### src/rtl/dmem_arbiter_if.sv
// dmem_arbiter_if
//   Bundles every bus signal around the data-memory arbiter: the CPU MEM-stage
//   port, the peripheral req/ack port and the single data-memory port.
//   clk/reset stay outside the interface.
//
//   Handshake rules:
//     CPU side   : cpu_req is a same-cycle request; the access completes in the
//                  cycle cpu_req=1 and cpu_stall=0, otherwise the MEM stage
//                  holds its request and fields unchanged.
//     Peripheral : per_req with per_we/per_addr/per_wdata is held stable until
//                  the cycle per_ack=1 (one-cycle pulse, per_err/per_rdata valid
//                  with it); in that cycle the requester drops or changes its
//                  request.
//     Memory     : MemRead/MemWrite/Address/Write_data are combinational;
//                  Read_data returns combinationally in the same cycle.
//
//   Modports:
//     slave  : the arbiter itself
//     master : the environment (MEM stage, peripheral and data memory)
interface dmem_arbiter_if;
  logic        cpu_req;
  logic        cpu_we;
  logic [31:0] cpu_addr;
  logic [31:0] cpu_wdata;
  logic [31:0] cpu_rdata;
  logic        cpu_stall;

  logic        per_req;
  logic        per_we;
  logic [31:0] per_addr;
  logic [31:0] per_wdata;
  logic [31:0] per_rdata;
  logic        per_ack;
  logic        per_err;

  logic        MemRead;
  logic        MemWrite;
  logic [31:0] Address;
  logic [31:0] Write_data;
  logic [31:0] Read_data;

  modport slave (
    input  cpu_req, cpu_we, cpu_addr, cpu_wdata,
    output cpu_rdata, cpu_stall,
    input  per_req, per_we, per_addr, per_wdata,
    output per_rdata, per_ack, per_err,
    output MemRead, MemWrite, Address, Write_data,
    input  Read_data
  );

  modport master (
    output cpu_req, cpu_we, cpu_addr, cpu_wdata,
    input  cpu_rdata, cpu_stall,
    output per_req, per_we, per_addr, per_wdata,
    input  per_rdata, per_ack, per_err,
    input  MemRead, MemWrite, Address, Write_data,
    output Read_data
  );
endinterface

### src/rtl/dmem_arbiter.sv
// dmem_arbiter
//   Shares the single data-memory port between the CPU MEM stage (fixed
//   priority, zero added latency) and a peripheral master (req/ack). A
//   starvation counter forces one peripheral slot after STARVE_LIMIT
//   consecutive denied cycles. Peripheral accesses at or above RAM_BYTES are
//   rejected with per_err and never reach the memory.
//
//   Ports:
//     clk, reset      : clock, synchronous active-high reset
//     bus (slave)     : CPU, peripheral and data-memory signals
//     dbg_state       : FSM state (0 = IDLE, 1 = ACK)
//     dbg_starve_cnt  : current starvation count
module dmem_arbiter #(
  parameter int STARVE_LIMIT = 4,
  parameter int RAM_BYTES    = 2048
) (
  input  logic          clk,
  input  logic          reset,
  dmem_arbiter_if.slave bus,
  output logic          dbg_state,
  output logic [3:0]    dbg_starve_cnt
);

  typedef enum logic {S_IDLE = 1'b0, S_ACK = 1'b1} state_e;

  localparam logic [3:0]  STARVE_MAX = 4'(STARVE_LIMIT);
  localparam logic [31:0] RAM_LIMIT  = 32'(RAM_BYTES);

  state_e      state_q, state_d;
  logic [3:0]  starve_cnt_q, starve_cnt_d;
  logic        per_ack_q, per_ack_d;
  logic        per_err_q, per_err_d;
  logic [31:0] per_rdata_q, per_rdata_d;

  logic        in_range;
  logic        gnt_per;
  logic        gnt_cpu;
  logic        mem_read;
  logic        mem_write;
  logic [31:0] mem_addr;
  logic [31:0] mem_wdata;
  logic [31:0] cpu_rdata;

  always_ff @(posedge clk) begin
    if (reset) begin
      state_q      <= S_IDLE;
      starve_cnt_q <= 4'd0;
      per_ack_q    <= 1'b0;
      per_err_q    <= 1'b0;
      per_rdata_q  <= 32'd0;
    end else begin
      state_q      <= state_d;
      starve_cnt_q <= starve_cnt_d;
      per_ack_q    <= per_ack_d;
      per_err_q    <= per_err_d;
      per_rdata_q  <= per_rdata_d;
    end
  end

  always_comb begin
    in_range = bus.per_addr < RAM_LIMIT;
    // The ACK cycle makes the peripheral ineligible, so a request still held
    // while its ack is visible can never be granted twice.
    gnt_per  = (state_q == S_IDLE) && bus.per_req &&
               (!bus.cpu_req || (starve_cnt_q == STARVE_MAX));
    gnt_cpu  = bus.cpu_req && !gnt_per;

    mem_read  = 1'b0;
    mem_write = 1'b0;
    mem_addr  = 32'd0;
    mem_wdata = 32'd0;
    if (gnt_cpu) begin
      mem_read  = !bus.cpu_we;
      mem_write = bus.cpu_we;
      mem_addr  = bus.cpu_addr;
      mem_wdata = bus.cpu_wdata;
    end else if (gnt_per && in_range) begin
      mem_read  = !bus.per_we;
      mem_write = bus.per_we;
      mem_addr  = bus.per_addr;
      mem_wdata = bus.per_wdata;
    end

    cpu_rdata = gnt_cpu ? bus.Read_data : 32'd0;

    // ACK always falls back to IDLE; IDLE moves to ACK only on a grant.
    state_d     = gnt_per ? S_ACK : S_IDLE;
    per_ack_d   = gnt_per;
    per_err_d   = gnt_per && !in_range;
    per_rdata_d = (gnt_per && in_range && !bus.per_we) ? bus.Read_data : 32'd0;

    starve_cnt_d = starve_cnt_q;
    if (gnt_per) begin
      starve_cnt_d = 4'd0;
    end else if ((state_q == S_IDLE) && bus.per_req && bus.cpu_req &&
                 (starve_cnt_q != STARVE_MAX)) begin
      starve_cnt_d = starve_cnt_q + 4'd1;
    end
  end

  assign bus.MemRead    = mem_read;
  assign bus.MemWrite   = mem_write;
  assign bus.Address    = mem_addr;
  assign bus.Write_data = mem_wdata;
  assign bus.cpu_rdata  = cpu_rdata;
  assign bus.cpu_stall  = bus.cpu_req && gnt_per;
  assign bus.per_ack    = per_ack_q;
  assign bus.per_err    = per_err_q;
  assign bus.per_rdata  = per_rdata_q;

  assign dbg_state      = state_q;
  assign dbg_starve_cnt = starve_cnt_q;

endmodule

### src/flat_wrapper.sv
// flat-port wrapper written by rule: the top's interface ports become plain ports
module dmem_arbiter_flat 
#(
  parameter int STARVE_LIMIT = 4,
  parameter int RAM_BYTES    = 2048
)
  (clk, reset, dbg_state, dbg_starve_cnt, bus_cpu_req, bus_cpu_we, bus_cpu_addr, bus_cpu_wdata, bus_cpu_rdata, bus_cpu_stall, bus_per_req, bus_per_we, bus_per_addr, bus_per_wdata, bus_per_rdata, bus_per_ack, bus_per_err, bus_MemRead, bus_MemWrite, bus_Address, bus_Write_data, bus_Read_data);
  dmem_arbiter_if bus_i ();
  input  logic clk;
  input  logic reset;
  output logic dbg_state;
  output logic [3:0] dbg_starve_cnt;
  input wire logic [$bits(bus_i.cpu_req)-1:0] bus_cpu_req;
  input wire logic [$bits(bus_i.cpu_we)-1:0] bus_cpu_we;
  input wire logic [$bits(bus_i.cpu_addr)-1:0] bus_cpu_addr;
  input wire logic [$bits(bus_i.cpu_wdata)-1:0] bus_cpu_wdata;
  output wire logic [$bits(bus_i.cpu_rdata)-1:0] bus_cpu_rdata;
  output wire logic [$bits(bus_i.cpu_stall)-1:0] bus_cpu_stall;
  input wire logic [$bits(bus_i.per_req)-1:0] bus_per_req;
  input wire logic [$bits(bus_i.per_we)-1:0] bus_per_we;
  input wire logic [$bits(bus_i.per_addr)-1:0] bus_per_addr;
  input wire logic [$bits(bus_i.per_wdata)-1:0] bus_per_wdata;
  output wire logic [$bits(bus_i.per_rdata)-1:0] bus_per_rdata;
  output wire logic [$bits(bus_i.per_ack)-1:0] bus_per_ack;
  output wire logic [$bits(bus_i.per_err)-1:0] bus_per_err;
  output wire logic [$bits(bus_i.MemRead)-1:0] bus_MemRead;
  output wire logic [$bits(bus_i.MemWrite)-1:0] bus_MemWrite;
  output wire logic [$bits(bus_i.Address)-1:0] bus_Address;
  output wire logic [$bits(bus_i.Write_data)-1:0] bus_Write_data;
  input wire logic [$bits(bus_i.Read_data)-1:0] bus_Read_data;
  assign bus_i.cpu_req = bus_cpu_req;
  assign bus_i.cpu_we = bus_cpu_we;
  assign bus_i.cpu_addr = bus_cpu_addr;
  assign bus_i.cpu_wdata = bus_cpu_wdata;
  assign bus_cpu_rdata = bus_i.cpu_rdata;
  assign bus_cpu_stall = bus_i.cpu_stall;
  assign bus_i.per_req = bus_per_req;
  assign bus_i.per_we = bus_per_we;
  assign bus_i.per_addr = bus_per_addr;
  assign bus_i.per_wdata = bus_per_wdata;
  assign bus_per_rdata = bus_i.per_rdata;
  assign bus_per_ack = bus_i.per_ack;
  assign bus_per_err = bus_i.per_err;
  assign bus_MemRead = bus_i.MemRead;
  assign bus_MemWrite = bus_i.MemWrite;
  assign bus_Address = bus_i.Address;
  assign bus_Write_data = bus_i.Write_data;
  assign bus_i.Read_data = bus_Read_data;
  dmem_arbiter #(.STARVE_LIMIT(STARVE_LIMIT), .RAM_BYTES(RAM_BYTES)) u_core (.clk(clk), .reset(reset), .bus(bus_i), .dbg_state(dbg_state), .dbg_starve_cnt(dbg_starve_cnt));
endmodule
### config.mk
export PLATFORM = sky130hd
export DESIGN_NAME = dmem_arbiter_flat
export DESIGN_NICKNAME = d
export VERILOG_FILES = /design/src/rtl/dmem_arbiter_if.sv /design/src/rtl/dmem_arbiter.sv /design/src/flat_wrapper.sv
export SDC_FILE = /design/constraint.sdc
export NUM_CORES = 1
export LEC_CHECK = 0
export BUFFER_PORTS_ARGS = -buffer_cell sky130_fd_sc_hd__buf_2
export CORE_AREA = 2 2 118 120
export DETAILED_ROUTE_END_ITERATION = 10
export DIE_AREA = 0 0 120 122
export SETUP_SLACK_MARGIN = 0.05
export SLEW_MARGIN = 10
export SYNTH_ARGS = -nofsm -noshare
export SYNTH_HDL_FRONTEND = slang
export SYNTH_SLANG_ARGS = --single-unit
export TNS_END_PERCENT = 100
### constraint.sdc
create_clock -name clk -period 2.2 [get_ports clk]
set_input_delay 0.33 -clock clk [delete_from_list [all_inputs] [get_ports clk]]
set_output_delay 0.33 -clock clk [all_outputs]
set_load 0.03 [all_outputs]
# Word level (Yosys, flattened, before mapping)
# Cells that the tools add are included.
# totals
ff_bits	39
input_bits	166
output_inout_bits	138
elab_cells	38
# classes
n_addsub	1
magnitude_cmp	1
n_eq_ne	2
mux	10
n_bitwise	2
n_reduce_logical	17
# ops
operator	n
$mux 32	5
$lt 32x12->1 const B	1
$logic_and 1x1->1	9
$logic_not 1->1	5
$mux 1	5
$add 4x1->4 const B	1
$eq 4x3->1 const B	1
$ne 4x3->1 const B	1
$reduce_or 2->1	2
$not 1->1	2
$logic_or 1x1->1	1

# Depth between registers and ports, before layout
# Gate-level depths: netlist (run 1).
# depth
ltp_word	7
mapped_depth	9
mapped_depth_nobuf	6

# Worst setup path before layout (run 1)
# OpenSTA, ideal clock, no wires.
# synth_timing
path_kind	register to output
start	reg u_core.starve_cnt_q[0] (netlist: u_core.dbg_starve_cnt[0])
end	out bus_cpu_rdata[11]
arrival_time_ns	2.218
required_time_ns	1.870
slack_ns	-0.348
stages_incl_launch_ff	10
path_buffers	3
cell_sequence	dfxtp_1 -> inv_1 -> ha_1 -> nand3b_1 -> a21oi_1 -> nor2b_1 -> clkbuf_1 -> clkbuf_1 -> clkbuf_1 -> and2_1
# synth_via
elab_chain_cells	6
# synth_lines
item	line_no	rtl
start, declared	dmem_arbiter.sv:30	logic [3:0] starve_cnt_q, starve_cnt_d;
start signal, assigned	dmem_arbiter.sv:53	starve_cnt_q <= starve_cnt_d;
$eq 4x3->1	dmem_arbiter.sv:65	(!bus.cpu_req || (starve_cnt_q == STARVE_MAX));
$logic_or 1x1->1	dmem_arbiter.sv:65	
$logic_and 1x1->1	dmem_arbiter.sv:64	gnt_per = (state_q == S_IDLE) && bus.per_req &&
$logic_not 1->1	dmem_arbiter.sv:66	gnt_cpu = bus.cpu_req && !gnt_per;
$logic_and 1x1->1	dmem_arbiter.sv:66	
$mux 32	dmem_arbiter.sv:84	cpu_rdata = gnt_cpu ? bus.Read_data : 32'd0;
end, declared	flat_wrapper.sv:17	output wire logic [$bits(bus_i.cpu_rdata)-1:0] bus_cpu_rdata;
# Every way passes these cells.

# Worst setup path after layout (run 1)
# layout_timing
start	in bus_per_addr[31]
end	out bus_Write_data[28]
# layout_via
elab_chain_cells	4
# layout_lines
item	line_no	rtl
start, declared	flat_wrapper.sv:21	input wire logic [$bits(bus_i.per_addr)-1:0] bus_per_addr;
$lt 32x12->1	dmem_arbiter.sv:61	in_range = bus.per_addr < RAM_LIMIT;
$logic_and 1x1->1	dmem_arbiter.sv:77	end else if (gnt_per && in_range) begin
$mux 32	dmem_arbiter.sv:77	
$mux 32	dmem_arbiter.sv:72	if (gnt_cpu) begin
end, declared	flat_wrapper.sv:29	output wire logic [$bits(bus_i.Write_data)-1:0] bus_Write_data;
# Every way passes these cells.

==> impl_results.rst, run 1 <==
.. list-table::
   :header-rows: 1

   * - Metric
     - Value
   * - Result of the run
     - finished, violations left
   * - Failing checks
     - setup timing
   * - Chip width
     - 120 um
   * - Fin. Hold Viols
     - 0
   * - Most used flip-flop cell after synthesis
     - dfxtp_1
   * - Inst Count DP
     - 702
   * - Area used by sequential logic in the layout
     - 766 sq um
   * - Total of flip-flops plus latches after synthesis
     - 38
   * - Worst hold-check path type
     - input port to flop
   * - Portion of the clock cycle consumed by the worst path in the final layout
     - 117%
   * - Library cell contributing the largest single delay on the critical path
     - or4_4
   * - Hold buffer count at CTS
     - 0
   * - Total negative slack for setup checks
     - -22.98 ns
   * - Kind of end point of the critical path
     - primary output
   * - Worst R2R End
     - u_core.bus.per_rdata[31]
   * - TritonCTS buffer count
     - 5
   * - Total count of max-transition violations in the final report
     - 0
   * - Buffers added on ports
     - 303
   * - Leak pwr
     - ~0.0032 uW
   * - Count of cell types in the netlist
     - 30
   * - Pwr/cell area
     - 457 nW/um^2
   * - Clock H-tree levels
     - 2
   * - Start of the worst register-to-register path
     - u_core.dbg_state
   * - Standard-cell row count
     - 43
   * - Delay of the slowest cell on the worst path
     - 0.54 ns
   * - Total nets after synthesis
     - 400
   * - RSZ-0062 raised after global routing
     - yes
   * - Most used standard cell by instance count after synthesis
     - and2_1
   * - IR drop worst, VDD
     - 0.276 mV
   * - Post-route DRC violation count
     - 0
   * - Minimum clock period
     - 2.58 ns
   * - Via count of the first global-routing pass
     - 3064
   * - Placement-stage worst setup slack
     - -0.482 ns
   * - Area growth syn-to-layout
     - 183%
   * - Cell type with the largest total area after synthesis
     - dfxtp_1
   * - Async S/R FF share, synth
     - 0%
   * - Count of cells along the worst hold path
     - 2
   * - Max Root-Sink Buffers
     - 2
   * - Sequential share of the synthesized area
     - 36.6%
   * - Die area
     - around 15000 sq um
   * - Netlist area before placement
     - between 2000 and 2500 sq um
   * - Syn. warnings
     - 0
   * - Required time of the worst setup path
     - 1.87 ns
   * - Post-route ant nets
     - 0
   * - Number of antenna violations at the first check in global routing
     - 0
   * - CTS Sinks
     - 38
   * - Placer's final routability congestion estimate
     - around 0.78
   * - Setup CP Type
     - input port to primary output
   * - DP HPWL
     - 7.78 mm
   * - Fill cell instance count of the final layout
     - 1303
   * - Detailed-route via count
     - about 3200
   * - Cell count of the worst reg-to-reg path
     - 9
   * - Gate count of the mapped netlist
     - 232
   * - Maximum number of pins on one net before global-route repair
     - 26
   * - Cell types occupying the most area after synthesis
     - dfxtp_1 (37%), a22o_1 (19%), and2_1 (16%)
   * - Final clock skew
     - 0.00421 ns
   * - Average size of a mapped cell
     - 8.97 sq um
   * - Total core area
     - 13500 sq um
   * - Clk_lat worst skew
     - 0.28 ns
   * - Post-route total power
     - approximately 2700 uW
   * - Number of search-and-repair iterations in the first detailed-routing pass
     - 4
   * - Cell class contributing the biggest share of worst-path delay
     - simple AND/OR/NAND/NOR gates
   * - Achievable clock frequency
     - roughly 0.39 GHz
   * - Normalized max-slew margin
     - 78.8%
   * - Non-filler cells, final
     - roughly 750
   * - Residual overflow from global routing
     - 0
   * - Wire length of the first global-routing pass
     - 16.8 mm
   * - Routed wire length
     - 12.5 mm
   * - Root buffer cell
     - clkbuf_16
   * - Initial core utilization
     - 15.4%
   * - Post-DR vias/cell
     - roughly 4.3
   * - Clock-pin slew of the registers on the worst-case setup and hold paths
     - 0.06 ns
   * - CTS tree
     - yes
   * - Type of element launching the critical path
     - input port
   * - Max-cap viol count
     - 0
   * - Number of synthesized flops with an enable pin
     - 0
   * - Die Span Y
     - around 120 um
   * - Endpoint arrival time on the critical path
     - 2.25 ns
   * - Final routed wire length divided by cell count
     - about 17 um
   * - Multi-input logic area
     - 1780 sq um
   * - Worst Hold End
     - u_core.bus.per_rdata[24]
   * - Ports placed on the boundary
     - 304
   * - Number of buffer and inverter instances along the worst setup path
     - 4
   * - Number of violations reported at the end of detailed-routing iteration 0
     - 76
   * - Post-layout worst setup margin
     - -0.380 ns
   * - Share of Yosys cell area claimed by the top area cell type
     - between 30% and 40%
   * - Worst R2R Setup Slack
     - 0.03 ns
   * - Antenna fix cells
     - 0
   * - GR Util All Layers
     - between 10% and 20%
   * - Least-Margin Pin Slew
     - roughly 0.31 ns
   * - List of most frequent post-synthesis cells
     - and2_1 (54), a22o_1 (45), dfxtp_1 (38), and3_1 (31), clkbuf_1 (14)
   * - Hold WS
     - between 0.2 and 0.3 ns
   * - Layout cell share with drive strength beyond 1
     - a little over four fifths
   * - Hold path startpoint
     - bus_Read_data[24]
   * - Critical Path Fanout Max
     - 18
   * - Number of setup violations in the final report
     - between 100 and 150
   * - CP Cell Sequence
     - buf_6 -> or4_4 -> or4_4 -> nor3b_4 -> buf_4 -> buf_16 -> a22o_4 -> buf_4
   * - Final-stage net count
     - 733
[flip-flops by register name, indices dropped and copies added (netlist names)]
register               flops
u_core.dbg_state           1
u_core.dbg_starve_cnt      4
u_core.bus.per_rdata      32
u_core.bus.per_err         1
[per-layer routing]
layer  wire [um]  track usage [%]  vias to the layer above  part of all wire, %
met3         773             2.86                        7                  6.2
met1        4770             16.8                     1504                   38
li1            -                -                     1509                    -
met4          55             2.50                        0                 0.44
met2        6900             29.9                      164                   55
met5           0                0                        -                    0
[timing repair]
item	CTS	global route
cloned	14	4
setup endpoints to repair	116	116
pin swaps	39	17
resized for setup	274	21
setup buffers	15	7
[per-stage QoR]
step	utilization, %	area [sq um]
floorplan	-	2440
global route	43.6	5890
finish	43.6	5890
CTS	42.5	5740
detailed placement	30.8	4170
global placement	30.8	4170
[worst register-to-register path, cell delays in order, from the launching register on]
cell       delay (ns)
dfxtp_1          0.30
nand2b_1         0.15
or4_4            0.49
nor3b_4          0.23
buf_6            0.21
clkbuf_16        0.18
buf_8            0.10
buf_12           0.12
buf_8            0.12
and4bb_2         0.21
[cells by family (layout without fill, tap and decap cells)]
family | count (synthesis) | after routing | share of synthesized area (%)
buffers and inverters | 28 | 362 | 6.92
XOR/XNOR | 2 | 2 | 0.842
flip-flops | 38 | 38 | 36.6
multiplexers | 1 | 1 | 0.481
adder cells (fa/ha/maj) | 2 | 2 | 1.20
AO/OA/AOI/OAI | 48 | 48 | 19.8
AND/OR/NAND/NOR | 113 | 113 | 34.2
[how the worst max path moves through the flow]
stage | start | endpoint | depth (start not counted)
finish | bus_per_addr[31] | bus_Write_data[28] | 8
detailed placement | bus_per_addr[31] | bus_Address[4] | 7
global placement | bus_per_addr[31] | bus_Address[4] | 7
floorplan | bus_per_addr[31] | bus_Write_data[11] | 6
CTS | bus_per_addr[31] | bus_Write_data[5] | 8
global route | bus_per_addr[31] | bus_Write_data[24] | 8
[layout by cell type (no fill, tap or decap), types with 2 or more instances in the layout]
cell type and count:
buf_12 9, or4_4 2, a22o_4 45, xor2_1 2, buf_2 204, bufinv_16 2
and3_4 10, nand4_1 2, nor2_1 4, buf_16 11, dfxtp_1 36, clkbuf_16 9
nand2_1 4, buf_6 88, and3_1 21, buf_8 5, inv_1 3, and2_4 53
nor4_1 4, nor3_1 2, buf_4 27
[final cells by class]
| class | instances | area share [%] |
|---|---|---|
| inverters | 5 | 0.361 |
| clock inverters | 3 | 1.17 |
| repair buffers | 349 | 49.3 |
| clock buffers | 5 | 2.12 |
| flip-flops and latches | 38 | 13.0 |
| multi-input cells | 166 | 30.2 |
| well taps | 180 | 3.82 |
[power by group]
part / switching (uW) / internal [uW] / total, uW
Combinational: 486 / 561 / 1050
Sequential: 2.05 / 691 / 693
Clock: 300 / 652 / 952
No activity file was read; power rests on OpenSTA's default activity.
==> run 2, diff against run 1 <==
--- a/config.mk
+++ b/config.mk
@@ -9,7 +9,7 @@
 export CORE_AREA = 2 2 118 120
 export DETAILED_ROUTE_END_ITERATION = 10
 export DIE_AREA = 0 0 120 122
-export SETUP_SLACK_MARGIN = 0.05
+export SETUP_SLACK_MARGIN = 0.1
 export SLEW_MARGIN = 10
 export SYNTH_ARGS = -nofsm -noshare
 export SYNTH_HDL_FRONTEND = slang
==> run 2 against run 1 <==
The flow still finishes with violations (setup timing). Maximum frequency up 0.85%. Power shrank 7.1%. Flip-flop and latch count unchanged. Clock-buffer cell count rose by 1. Critical endpoint is now bus_Address[3]. Largest power group unchanged.
==> impl_results.rst, run 2 (synthesized netlist as in run 1, its figures left out) <==
.. list-table::
   :header-rows: 1

   * - Metric
     - Value
   * - Via count of the first global-routing pass
     - 3339 (+9.0%)
   * - Achievable clock frequency
     - 0.391 GHz (+0.85%)
   * - Final routed wire length divided by cell count
     - 18.0 um (+7.5%)
   * - Fill cell instance count of the final layout
     - 1287 (-1.2%)
   * - Cell area after placement
     - 4190 sq um (+0.60%)
   * - CTS Sinks
     - 38 (unchanged)
   * - Multi-input logic area
     - 1710 sq um (-3.9%)
   * - RSZ-0062 raised after global routing
     - yes
   * - Least-Margin Pin Slew
     - 0.309 ns (-0.00544 ns)
   * - Total negative slack for setup checks
     - -20.24 ns (+2.74 ns)
   * - Number of setup violations in the final report
     - 95 (-19%)
   * - Fin. Hold Viols
     - 0 (unchanged)
   * - Type of element launching the critical path
     - input port
   * - Chip width
     - 120 um (unchanged)
   * - Die area
     - 14600 sq um (unchanged)
   * - Finished Cell Area
     - 5800 sq um (-1.7%)
   * - Post-route DRC violation count
     - 0 (unchanged)
   * - Max-cap viol count
     - 0 (unchanged)
   * - Leak pwr
     - 0.00315 uW (-0.63%)
   * - Standard-cell row count
     - 43 (unchanged)
   * - Kind of end point of the critical path
     - primary output
   * - Post-route ant nets
     - 0 (unchanged)
   * - Result of the run
     - finished, violations left
   * - Area used by sequential logic in the layout
     - 766 sq um (unchanged)
   * - Setup CP Type
     - input port to primary output
   * - GR Util All Layers
     - 16.6% (+1.5 points)
   * - Layout cell share with drive strength beyond 1
     - 82.8% (-1.6 points)
   * - Inst Count DP
     - 702 (unchanged)
   * - IR drop worst, VDD
     - 0.245 mV (-11%)
   * - Non-filler cells, final
     - 746 (unchanged)
   * - CTS tree
     - yes
   * - Commonest non-fill, non-tap cells in the layout
     - buf_2 (203), buf_6 (103), and2_4 (54)
   * - Residual overflow from global routing
     - 0 (unchanged)
   * - Minimum clock period
     - 2.56 ns (-0.0218 ns)
   * - Placement-stage worst setup slack
     - -0.498 ns (-0.0153 ns)
   * - Clock H-tree levels
     - 2 (unchanged)
   * - Detailed-route via count
     - 3224 (+1.3%)
   * - Max Root-Sink Buffers
     - 2 (unchanged)
   * - Commonest non-fill, non-tap cell in the layout
     - buf_2
   * - Clock-pin slew of the registers on the worst-case setup and hold paths
     - 0.06 ns (about the same)
   * - Ports placed on the boundary
     - 304 (unchanged)
   * - Critical Path Fanout Max
     - 10 (-8)
   * - Clk_lat worst skew
     - 0.28 ns (about the same)
   * - Total core area
     - 13500 sq um (unchanged)
   * - Routed wire length
     - 13.4 mm (+7.5%)
   * - Number of violations reported at the end of detailed-routing iteration 0
     - 89 (+17%)
   * - Final-stage net count
     - 732 (-0.14%)
   * - Number of antenna violations at the first check in global routing
     - 1 (+1)
   * - Buffers added on ports
     - 303 (unchanged)
   * - Wire length of the first global-routing pass
     - 18.3 mm (+9.2%)
   * - Portion of the clock cycle consumed by the worst path in the final layout
     - 116% (-0.99 points)
   * - Endpoint arrival time on the critical path
     - 2.23 ns (-0.02 ns)
   * - Largest register FFs
     - 32 (unchanged)
   * - Number of search-and-repair iterations in the first detailed-routing pass
     - 4 (unchanged)
   * - Post-layout worst setup margin
     - -0.358 ns (+0.0218 ns)
   * - DP HPWL
     - 8.41 mm (+8.1%)
   * - Placer's final routability congestion estimate
     - 0.812 (+4.5%)
   * - Area growth syn-to-layout
     - 179%
   * - Failing checks
     - setup timing
   * - TritonCTS buffer count
     - 5 (unchanged)
   * - Normalized max-slew margin
     - 79.3% (+0.51 points)
   * - Die Span Y
     - 122 um (unchanged)
   * - Maximum number of pins on one net before global-route repair
     - 32 (+23%)
   * - Worst hold-check path type
     - input port to flop
   * - Root buffer cell
     - clkbuf_16
   * - Post-DR vias/cell
     - 4.32 (+1.3%)
   * - Final clock skew
     - 0.00459 ns (+0.000373 ns)
   * - Initial core utilization
     - 15.4% (unchanged)
   * - Total count of max-transition violations in the final report
     - 0 (unchanged)
   * - Required time of the worst setup path
     - 1.87 ns (about the same)
   * - Pwr/cell area
     - 432 nW/um^2 (-5.5%)
run 2: worst max-delay path, stage by stage:
cell and delay [ns]:
buf_6 0.09, or4_4 0.54, or4_4 0.44, nor3b_4 0.22
buf_12 0.18, buf_16 0.15, a22o_2 0.15, buf_6 0.12
run 2: what timing repair did:
action / 4_1_cts / 5_1_grt
setup endpoints to repair: 106 / 106
resized for setup: 271 / 21
hold buffers: 0 / 0
pin swaps: 51 / 9
buffers inserted: 19 / 7
gates cloned: 14 / 2
run 2: per-stage QoR:
stage	hold WS [ns]	total power, uW	utilization (%)
final	0.292	2500	42.9
after global placement	0.485	1420	31.0
after floorplan	0.402	1130	-
after detailed placement	0.492	1430	31.0
after CTS	0.282	2550	42.4
after global routing	0.290	2610	42.9
run 2: final cells by class:
cell class	instances	share of cell area [%]
Tap cell	180	3.89
Clock buffer	6	2.40
Multi-Input combinational cell	166	29.6
Sequential cell	38	13.2
Clock inverter	2	0.216
Antenna cell	1	0.0432
Timing Repair Buffer	348	50.3
Inverter	5	0.367
run 2: metal layers:
| layer | GRT usage, % | part of all wire [%] | up-vias |
|---|---|---|---|
| li1 | - | - | 1505 |
| met1 | 17.3 | 36 | 1525 |
| met2 | 33.8 | 56 | 186 |
| met3 | 3.32 | 7.1 | 8 |
| met4 | 3.75 | 1.1 | 0 |
| met5 | 0 | 0 | - |
run 2: final timing paths:
path / from / endpoint / slack [ns] / cells past startpoint
max reg2reg: u_core.dbg_state / u_core.bus.per_rdata[31] / 0.16 / 8
min: bus_Read_data[30] / u_core.bus.per_rdata[30] / 0.29 / 2
min reg2reg: u_core.dbg_starve_cnt[3] / u_core.dbg_starve_cnt[3] / 0.57 / 2
max: bus_per_addr[31] / bus_Address[3] / -0.36 / 8
run 2: power breakdown:
group / leakage (uW) / switching, uW / internal (uW)
clock network: 0.0000729 / 287 / 449
registers: 0.000308 / 2.34 / 691
logic: 0.00277 / 500 / 572
